`src/rtl/imem_loader.sv`:
```
// Instruction-memory loader: parses a framed byte stream (length, data, XOR checksum)
// and writes little-endian packed 32-bit words into the imem write port.
module imem_loader #(
    parameter int                ADDR_W    = 12,
    parameter logic [ADDR_W-1:0] BASE_ADDR = '0
) (
    input  logic              clk,
    input  logic              rst,
    input  logic              start,
    input  logic [7:0]        in_data,
    input  logic              in_valid,
    output logic              in_ready,
    output logic              mem_we,
    output logic [ADDR_W-1:0] mem_a,
    output logic [31:0]       mem_d,
    output logic              busy,
    output logic              done,
    output logic              err,
    output logic [2:0]        dbg_state
);

    // Stream handshake: a byte moves only in a cycle where in_valid and in_ready
    // are both high; in_ready depends on state alone, never on in_valid.
    localparam logic [2:0] S_IDLE = 3'd0;
    localparam logic [2:0] S_LEN0 = 3'd1;
    localparam logic [2:0] S_LEN1 = 3'd2;
    localparam logic [2:0] S_DATA = 3'd3;
    localparam logic [2:0] S_CSUM = 3'd4;
    localparam logic [2:0] S_DONE = 3'd5;

    localparam logic [16:0] MAX_LEN = 17'd1 << ADDR_W;

    logic [2:0]        state_q,    state_d;
    logic [7:0]        len_lo_q,   len_lo_d;
    logic [15:0]       len_q,      len_d;
    logic [1:0]        byte_cnt_q, byte_cnt_d;
    logic [15:0]       word_idx_q, word_idx_d;
    logic [23:0]       word_q,     word_d;
    logic [7:0]        csum_q,     csum_d;
    logic              mem_we_q,   mem_we_d;
    logic [ADDR_W-1:0] mem_a_q,    mem_a_d;
    logic [31:0]       mem_d_q,    mem_d_d;
    logic              err_q,      err_d;

    logic        xfer;
    logic        active;
    logic [15:0] len_rx;

    assign active = (state_q == S_LEN0) || (state_q == S_LEN1) ||
                    (state_q == S_DATA) || (state_q == S_CSUM);
    assign xfer   = in_valid && active;
    assign len_rx = {in_data, len_lo_q};

    always_comb begin
        state_d    = state_q;
        len_lo_d   = len_lo_q;
        len_d      = len_q;
        byte_cnt_d = byte_cnt_q;
        word_idx_d = word_idx_q;
        word_d     = word_q;
        csum_d     = csum_q;
        mem_we_d   = 1'b0;
        mem_a_d    = mem_a_q;
        mem_d_d    = mem_d_q;
        err_d      = err_q;

        case (state_q)
            S_IDLE, S_DONE: begin
                if (start) begin
                    state_d    = S_LEN0;
                    err_d      = 1'b0;
                    csum_d     = 8'h00;
                    byte_cnt_d = 2'd0;
                    word_idx_d = 16'd0;
                    word_d     = 24'h0;
                end
            end
            S_LEN0: begin
                if (xfer) begin
                    len_lo_d = in_data;
                    state_d  = S_LEN1;
                end
            end
            S_LEN1: begin
                if (xfer) begin
                    len_d = len_rx;
                    if ({1'b0, len_rx} > MAX_LEN) begin
                        // Oversized frame: reject before any word is written.
                        state_d = S_DONE;
                        err_d   = 1'b1;
                    end else if (len_rx == 16'd0) begin
                        state_d = S_CSUM;
                    end else begin
                        state_d = S_DATA;
                    end
                end
            end
            S_DATA: begin
                if (xfer) begin
                    csum_d = csum_q ^ in_data;
                    if (byte_cnt_q == 2'd3) begin
                        mem_we_d   = 1'b1;
                        mem_d_d    = {in_data, word_q};
                        mem_a_d    = BASE_ADDR + word_idx_q[ADDR_W-1:0];
                        byte_cnt_d = 2'd0;
                        if (word_idx_q == len_q - 16'd1) begin
                            state_d = S_CSUM;
                        end else begin
                            word_idx_d = word_idx_q + 16'd1;
                        end
                    end else begin
                        case (byte_cnt_q)
                            2'd0:    word_d[7:0]   = in_data;
                            2'd1:    word_d[15:8]  = in_data;
                            default: word_d[23:16] = in_data;
                        endcase
                        byte_cnt_d = byte_cnt_q + 2'd1;
                    end
                end
            end
            S_CSUM: begin
                if (xfer) begin
                    err_d   = (in_data != csum_q);
                    state_d = S_DONE;
                end
            end
            default: begin
                state_d = S_IDLE;
            end
        endcase
    end

    always_ff @(posedge clk or posedge rst) begin
        if (rst) begin
            state_q    <= S_IDLE;
            len_lo_q   <= 8'h00;
            len_q      <= 16'd0;
            byte_cnt_q <= 2'd0;
            word_idx_q <= 16'd0;
            word_q     <= 24'h0;
            csum_q     <= 8'h00;
            mem_we_q   <= 1'b0;
            mem_a_q    <= '0;
            mem_d_q    <= 32'h0;
            err_q      <= 1'b0;
        end else begin
            state_q    <= state_d;
            len_lo_q   <= len_lo_d;
            len_q      <= len_d;
            byte_cnt_q <= byte_cnt_d;
            word_idx_q <= word_idx_d;
            word_q     <= word_d;
            csum_q     <= csum_d;
            mem_we_q   <= mem_we_d;
            mem_a_q    <= mem_a_d;
            mem_d_q    <= mem_d_d;
            err_q      <= err_d;
        end
    end

    assign in_ready  = active;
    assign busy      = active;
    assign done      = (state_q == S_DONE);
    assign err       = err_q;
    assign mem_we    = mem_we_q;
    assign mem_a     = mem_a_q;
    assign mem_d     = mem_d_q;
    assign dbg_state = state_q;

endmodule

```
`config.mk`:
```
export PLATFORM = sky130hd
export DESIGN_NAME = imem_loader
export DESIGN_NICKNAME = d
export VERILOG_FILES = /design/src/rtl/imem_loader.sv
export SDC_FILE = /design/constraint.sdc
export NUM_CORES = 1
export LEC_CHECK = 0
export ABC_AREA = 1
export CORE_ASPECT_RATIO = 1.2
export CORE_MARGIN = 2
export CORE_UTILIZATION = 42
export DETAILED_ROUTE_END_ITERATION = 8
export SYNTH_ARGS = -nofsm -noshare
export SYNTH_HDL_FRONTEND = slang
export SYNTH_SLANG_ARGS = --single-unit
```
`constraint.sdc`:
```
create_clock -name clk -period 4.6 [get_ports clk]
set_input_delay 0.46 -clock clk [delete_from_list [all_inputs] [get_ports clk]]
set_output_delay 0.46 -clock clk [all_outputs]
set_load 0.01 [all_outputs]
```
==> results.json, run 1 <==
{
  "grt_max_degree": 68,
  "antenna_cells": 0,
  "synth_area_per_cell_um2": 8.01,
  "worst_hold_path_type": "reg2reg",
  "rsz0062_at_grt": "false",
  "routed-via-count": 5236,
  "grt_pass1_wl_mm": 26.5,
  "clockBufferDepth": 2,
  "dr.pass1.iters": 5,
  "postCtsHoldBufs": 0,
  "fin_crit_sh_pct": 60.3,
  "antenna_found_initial": 0,
  "drt_iter0_drc": 282,
  "fill_cells": 1466,
  "htreeDepth": 4,
  "grt_overflow": 0,
  "p_per_area_nw_per_um2": 605,
  "fmax_ghz": 0.360,
  "design_area_um2": 7760,
  "ys_warn_count": 0,
  "cts_setup_buffers": 0,
  "clk_latency_ns": 0.42,
  "syn_area_um2": 6420,
  "yosys.area.top_type": "dfrtp_1",
  "hpwl_mm": 11.5,
  "path_clk_slew_ns": 0.06,
  "synth.most_common_cell": "nand2_1",
  "ios": 64,
  "synth_area_leaders": "dfrtp_1, nand2_1, o21ai_0",
  "crit_path_max_fanout": 33,
  "clock_tree.root_cell": "clkbuf_16",
  "fin_crit_ns": 2.77,
  "placed_cell_area_um2": 7140,
  "worstSetupPathType": "reg2reg",
  "ys_ff_latch": 123,
  "finalSetupViolations": 0,
  "synthDistinctLibCells": 39,
  "drive_above_1_share_pct": 10.5,
  "core_area_um2": 15000,
  "cp.arrival_ns": 3.08,
  "status": "finished, final reports clean",
  "drv_slew": 0,
  "synth_top_area_share_pct": 48.0,
  "synth_commonest_cells": "nand2_1, dfrtp_1, inv_1",
  "finClkSkew_ns": 0.0101,
  "syn-num-nets": 818,
  "rows": 49,
  "setup_tns_ns": 0,
  "postSynth.asyncResetShare_pct": 100,
  "syn_inst": 801,
  "io_buffer_count": 63,
  "gp_congestion": 0.951,
  "cts-resized-gates": 0,
  "synth_edf_count": 0,
  "wl_mm": 15.7,
  "initial_core_util_pct": 42.9,
  "ys.flop_type": "dfrtp_1",
  "antenna_left": 0,
  "die_area_um2": 16300,
  "detail_route.vias_per_cell": 4.88,
  "relSlewSlack_pct": 43.9,
  "cp-end-kind": "flip-flop",
  "ys_seq_area_share_pct": 48.0,
  "cts_buffers": 17,
  "track_usage_pct": 21.0,
  "area_delta_synth_final_pct": 20.9,
  "die_h_um": 139,
  "cp.required_ns": 4.91,
  "cts_tree": "done",
  "ir_drop_uv": 327,
  "leakage_nw": 3.72,
  "worstMarginPinSlew_ns": 0.839,
  "hold_viol_final": 0,
  "grt_pass1_vias": 5408,
  "drc": 0,
  "startpoint_type": "flip-flop",
  "fin_nets": 872,
  "fp.dieW_um": 117,
  "wl_per_cell_um": 14.7,
  "drv_cap": 0,
  "cts.sinks": 123
}
## where the power goes
group	switching [mW]	internal (mW)	total (mW)
sequential	0.203	1.33	1.54
combinational	1.17	0.599	1.77
clock	0.517	0.877	1.39
total	1.89	2.81	4.70
## metal layers
layer | vias up | GRT usage [%] | routed length [um]
met3 | 27 | 4.83 | 488
met1 | 2474 | 26.0 | 6880
met2 | 103 | 34.7 | 7910
met5 | - | 0 | 0
li1 | 2632 | - | -
met4 | 0 | 9.10 | 465
## final timing paths
kind,start,end,slack [ns],depth (start not counted)
worst max register to register,dbg_state[2],word_idx_q[9],1.83,12
worst min-delay path,mem_a[1],mem_a[1],0.47,2
max in group asynchronous,rst,len_q[13],3.12,3
min in group asynchronous,rst,mem_a[2],0.55,2
worst max-delay path,dbg_state[2],word_idx_q[9],1.83,12
worst min register to register,mem_a[1],mem_a[1],0.47,2
## final cells by class
class                      instances  area (um2)  share of cell area, %
inverter                          93         352                   4.53
clock buffer                      18         439                   5.66
tap                              204         255                   3.29
multi-input combinational        554        2800                   36.1
sequential                       123        3080                   39.7
clock inverter                    14         184                   2.37
timing repair buffer              66         653                   8.42
## cells in the final DEF (no fill, tap or decap), types with 2 or more instances in the layout
cell type,count
inv_6,5
nand2_2,16
nor3b_1,2
nor2_1,72
nor2_8,4
clkinv_4,4
nor2_2,11
clkbuf_16,17
clkinvlp_4,2
clkdlybuf4s50_1,63
buf_4,3
xnor2_1,12
o22ai_1,2
nand2_4,2
nand2_1,220
nor3_1,5
nand3_2,3
nor4_1,2
o31ai_1,4
inv_2,11
xor2_1,20
o21ai_0,75
a21oi_1,9
nand3_1,51
nand4_1,8
ha_1,5
nand3b_1,4
bufinv_16,3
o21ai_1,17
dfrtp_1,123
inv_1,81
nor2_4,4
## cell families (layout without fill, tap and decap cells)
family | Yosys count | in the layout | synth area share [%]
adders and majority gates | 5 | 5 | 0.975
AOI/OAI and AO/OA | 110 | 110 | 8.89
buffers and inverters | 124 | 191 | 8.46
and+or+nand+nor | 407 | 407 | 29.4
xor gates and xnor gates | 32 | 32 | 4.37
DFF | 123 | 123 | 48.0
## state kept, by name (all words and copies together) (netlist names)
signal / cells
len_lo_q: 8
len_q: 16
csum_q: 8
byte_cnt_q: 2
word_q: 24
word_idx_q: 16
dbg_state: 3
mem_we: 1
err: 1
mem_d: 32
mem_a: 12
## worst max-delay path, cell delays in order (launching register included)
cell	delay (ns)
dfrtp_1	0.48
nor2_2	0.16
inv_2	0.08
nor2_8	0.20
inv_2	0.27
nand2_1	0.13
o21ai_1	0.08
nor2_2	0.38
inv_2	0.24
nor2_8	0.32
nand2_8	0.16
nand2_1	0.10
nand2_1	0.05
## through the flow
step	power, mW	std cells	setup WS, ns	hold slack [ns]	utilization [%]
after floorplan	2.97	801	0.869	0.453	-
after global placement	3.27	1040	1.96	0.458	47.7
after detailed placement	3.32	1040	1.87	0.470	47.7
after CTS	4.74	1072	1.83	0.482	51.9
after global routing	5.06	1072	1.57	0.496	51.9
final	4.70	1072	1.83	0.475	51.9
(Power assumes the default switching activity.)
==> run 2, diff against run 1 <==
- clock period: 4.6 -> 2.85 ns (I/O delays scaled with it)
==> run 2 against run 1 <==
Fmax increased by 15%. Setup slack worse by 1.4 ns. Via count is 2.3% higher. Critical path depth did not move. Highest routed layer unchanged.
==> results.json, run 2 (synthesis results as in run 1) <==
{
  "htreeDepth": 4,
  "cts.sinks": 123,
  "critPathTopFamily": "simple AND/OR/NAND/NOR gates",
  "antenna_left": 0,
  "drt_iter0_drc": 302,
  "path_clk_slew_ns": 0.06,
  "fin_crit_ns": 2.41,
  "gp_congestion": 0.965,
  "startpoint_type": "flip-flop",
  "die_h_um": 139,
  "io_buffer_count": 63,
  "grt_pass1_vias": 5343,
  "cts_setup_buffers": 0,
  "postCtsHoldBufs": 0,
  "cts-resized-gates": 0,
  "ir_drop_uv": 531,
  "track_usage_pct": 20.9,
  "cts_tree": "done",
  "worstSetupPathType": "reg2reg",
  "clockBufferDepth": 2,
  "fin_nets": 874,
  "area_delta_synth_final_pct": 21.6,
  "path_cells": "nor2_2 > inv_2 > nor2_8 > inv_2 > buf_4 > o21ai_1 > nor2_2 > inv_2 > nor2_8 > nand2_8 > nand2_2 > nand2_1",
  "grt_max_degree": 86,
  "instances_no_fill": 1074,
  "cp_slowest_stage_delay_ns": 0.51,
  "crit_path_max_fanout": 32,
  "drv_cap": 0,
  "antenna_found_initial": 0,
  "worst_hold_path_type": "in2async",
  "cpMaxStageDelayCell": "dfrtp_1",
  "clock_tree.root_cell": "clkbuf_16",
  "setup_tns_ns": 0,
  "status": "finished, final reports clean",
  "relSlewSlack_pct": 43.0,
  "fmax_ghz": 0.415,
  "fill_cells": 1439,
  "wl_mm": 15.7,
  "hold_ws_ns": 0.309,
  "finClkSkew_ns": 0.00612,
  "worstMarginPinSlew_ns": 0.852,
  "grt_pass1_wl_mm": 26.5,
  "drv_slew": 0,
  "fp.dieW_um": 117,
  "p_per_area_nw_per_um2": 981,
  "cp.buffers_inverters": 4,
  "fin_util_pct": 52.2,
  "drive_above_1_share_pct": 10.7,
  "dp_cells": 1042,
  "drc": 0,
  "hpwl_mm": 11.1,
  "core_area_um2": 15000,
  "rows": 49,
  "hold_viol_final": 0,
  "design_area_um2": 7810,
  "cp-end-kind": "flip-flop",
  "routed-via-count": 5355,
  "crit_top_cell": "inv_2",
  "cts_buffers": 17,
  "detail_route.vias_per_cell": 4.99,
  "antenna_cells": 0,
  "ios": 64,
  "fin_crit_sh_pct": 84.5,
  "finalSetupViolations": 0,
  "clk_latency_ns": 0.43,
  "initial_core_util_pct": 42.9,
  "wl_per_cell_um": 14.6,
  "die_area_um2": 16300,
  "cp.required_ns": 3.16,
  "final_common_cell": "nand2_1",
  "grt_overflow": 0,
  "placed_cell_area_um2": 7180,
  "dr.pass1.iters": 6,
  "leakage_nw": 3.74,
  "cp.arrival_ns": 2.72,
  "largest_register_ffs": 32,
  "most-common-layout-cells": "nand2_1, dfrtp_1, inv_1, o21ai_0, nor2_1",
  "rsz0062_at_grt": "false"
}
[run 2: cell count changes in the layout (fill, tap and decap cells not counted)]
cell,before,now
inv_8,0,4
buf_12,0,2
clkbuf_8,1,0
clkinv_4,4,3
inv_4,1,0
inv_6,5,4
[run 2: power by group]
part | total (mW) | leakage [nW] | internal [mW] | switching [mW]
sequential | 2.47 | 1.58 | 2.15 | 0.325
clock | 2.31 | 0.307 | 1.41 | 0.896
combinational | 2.87 | 1.86 | 0.989 | 1.89
total | 7.66 | 3.74 | 4.55 | 3.11
[run 2: cell type report]
type                    count  area [um2]  area share (%)
flip-flops and latches    123        3080            39.4
multi-input cells         554        2800            35.8
clock inverters            15         204            2.61
inverters                  93         353            4.52
well taps                 204         255            3.27
repair buffers             68         693            8.88
clock buffers              17         425            5.45
[run 2: metal layers]
layer	vias to the layer above	part of all wire (%)	track usage, %	wire (um)
met5	-	0	0	0
met4	0	3.0	9.23	473
met3	40	3.1	4.53	491
met2	115	50	34.0	7860
met1	2560	44	26.6	6850
li1	2640	-	-	-
[run 2: worst paths after layout]
check,from,end,slack (ns),depth (start not counted)
worst max-delay path,dbg_state[2],word_idx_q[2],0.44,12
worst min-delay path,rst,mem_a[5],0.31,3
worst max register to register,dbg_state[2],word_idx_q[2],0.44,12
worst min register to register,mem_a[1],mem_a[1],0.48,2
max in group asynchronous,rst,word_q[3],2.12,3
min in group clk,mem_a[1],mem_a[1],0.48,2
[run 2: tightest hold or removal path: cells and delay by family]
kind | cells | cell delay, ns
buffers and inverters | 3 | 0.88
[run 2: through the flow]
stage,worst slack [ns],power [mW]
finish,0.441,7.66
floorplan,0.908,4.80
global placement,0.587,5.31
detailed placement,0.485,5.37
global route,0.194,8.22
CTS,0.469,7.71
==> run 3, diff against run 2 <==
- clock period: 2.85 -> 2.3 ns (I/O delays scaled with it)
==> run 3 against run 2 <==
Clock power up 19%. Highest routed layer unchanged. Critical path type is now reg2out. Via count up 0.13%. First-iteration DRC count down 0.66%. Global-route usage down 0.12 points. Critical endpoint is now done. Hold slack worse by 0.048 ns.
==> results.json, run 3 (synthesis results as in run 1) <==
{
  "die_h_um": 139,
  "antenna_left": 0,
  "largest_register_ffs": 32,
  "drive_above_1_share_pct": 11.5,
  "hold_ws_ns": 0.261,
  "register_area_um2": 3080,
  "io_buffer_count": 63,
  "initial_core_util_pct": 42.9,
  "crit_top_cell": "nor2_1",
  "fin_nets": 880,
  "p_per_area_nw_per_um2": 1210,
  "track_usage_pct": 20.8,
  "most-common-layout-cells": "nand2_1, dfrtp_1, inv_1, o21ai_0, nor2_1",
  "detail_route.vias_per_cell": 4.97,
  "multiInputGateArea_um2": 2830,
  "cts.sinks": 123,
  "drv_slew": 0,
  "cts_buffers": 17,
  "ir_drop_uv": 580,
  "fp.dieW_um": 117,
  "fin_util_pct": 52.5,
  "rows": 49,
  "wl_per_cell_um": 14.7,
  "wl_mm": 15.9,
  "cpMaxStageDelayCell": "clkdlybuf4s50_1",
  "worst_hold_path_type": "in2async",
  "crit_path_max_fanout": 5,
  "cts_tree": "done",
  "finalSetupViolations": 0,
  "ios": 64,
  "gp_congestion": 0.919,
  "worstSetupPathType": "reg2out",
  "grt_pass1_wl_mm": 26.3,
  "clk_latency_ns": 0.42,
  "clockBufferDepth": 2,
  "cp-end-kind": "output port",
  "die_area_um2": 16300,
  "cp.required_ns": 2.07,
  "leakage_nw": 3.74,
  "finClkSkew_ns": 0.00833,
  "drc": 0,
  "fill_cells": 1465,
  "status": "finished, final reports clean",
  "path_cells": "inv_2 > nor2_1 > inv_1 > nor2_1 > clkdlybuf4s50_1",
  "core_area_um2": 15000,
  "grt_overflow": 0,
  "grt_max_degree": 70,
  "htreeDepth": 4,
  "clock_tree.root_cell": "clkbuf_16",
  "drt_iter0_drc": 300,
  "routed-via-count": 5362,
  "grt_pass1_vias": 5304,
  "hold_viol_final": 0,
  "cp.buffers_inverters": 3,
  "hpwl_mm": 11.4,
  "cp.arrival_ns": 1.94,
  "antenna_found_initial": 0,
  "fin_crit_sh_pct": 94.3,
  "drv_cap": 0,
  "fmax_ghz": 0.461,
  "startpoint_type": "flip-flop",
  "relSlewSlack_pct": 63.1,
  "area_delta_synth_final_pct": 22.3,
  "path_clk_slew_ns": 0.06,
  "worstMarginPinSlew_ns": 0.552,
  "final_common_cell": "nand2_1",
  "fin_crit_ns": 2.17,
  "cp_slowest_stage_delay_ns": 0.54,
  "antenna_cells": 0,
  "critPathTopFamily": "buffers and inverters",
  "dr.pass1.iters": 7
}
run 3: cell types whose count changed in the layout (fill, tap and decap cells not counted), sizes merged:
cell / change
buf: +5
nand2: +1
inv: -6
clkinvlp: +4
clkbuf: +1
run 3: per-stage QoR:
| stage | cell area [um2] | std cells | worst slack, ns | TNS (ns) | total power, mW |
|---|---|---|---|---|---|
| 6_report | 7850 | 1079 | 0.132 | 0 | 9.50 |
| 5_1_grt | 7850 | 1079 | -0.0216 | -0.135 | 10.2 |
| 4_1_cts | 7810 | 1077 | 0.122 | 0 | 9.48 |
| 3_5_place_dp | 7210 | 1046 | 0.147 | 0 | 6.71 |
| 3_3_place_gp | 7210 | 1046 | 0.215 | 0 | 6.62 |
| 2_1_floorplan | 6420 | 801 | 0.358 | 0 | 5.95 |
run 3: layout make-up:
type / instances / area share [%]
Clock buffer: 18 / 5.59
Inverter: 93 / 4.49
Clock inverter: 13 / 2.14
Tap cell: 204 / 3.25
Timing Repair Buffer: 73 / 9.31
Multi-Input combinational cell: 555 / 36.0
Sequential cell: 123 / 39.2
run 3: final timing paths:
check                             start        endpoint  slack (ns)  depth (start not counted)
max reg2reg                    len_q[0]  word_idx_q[10]        0.18                         14
min in group clk              mem_a[10]       mem_a[10]        0.47                          2
min reg2reg                   mem_a[10]       mem_a[10]        0.47                          2
max                        dbg_state[0]            done        0.13                          5
max in group asynchronous           rst      word_q[16]        1.70                          3
min                                 rst        mem_a[5]        0.26                          3
run 3: routing by layer:
metal,wire (um),global-route usage [%],vias to the layer above
met1,7000,26.4,2539
met4,314,7.93,0
met2,7950,34.3,140
met3,608,4.70,33
li1,-,-,2650
met5,0,0,-
run 3: report_power, final:
group | switching (mW) | internal, mW
combinational | 2.42 | 1.28
clock | 1.01 | 1.73
sequential | 0.384 | 2.66
total | 3.82 | 5.68
run 3: tightest hold or removal path: cells and delay by family:
family / cells / cell delay [ns]
buffers and inverters: 3 / 0.83
run 3: repair_timing:
action                     4_1_cts  5_1_grt
setup buffers                    0        1
setup endpoints to repair        0       19
resized for setup                0        4
hold endpoints to repair         0        0
hold buffers                     0        0
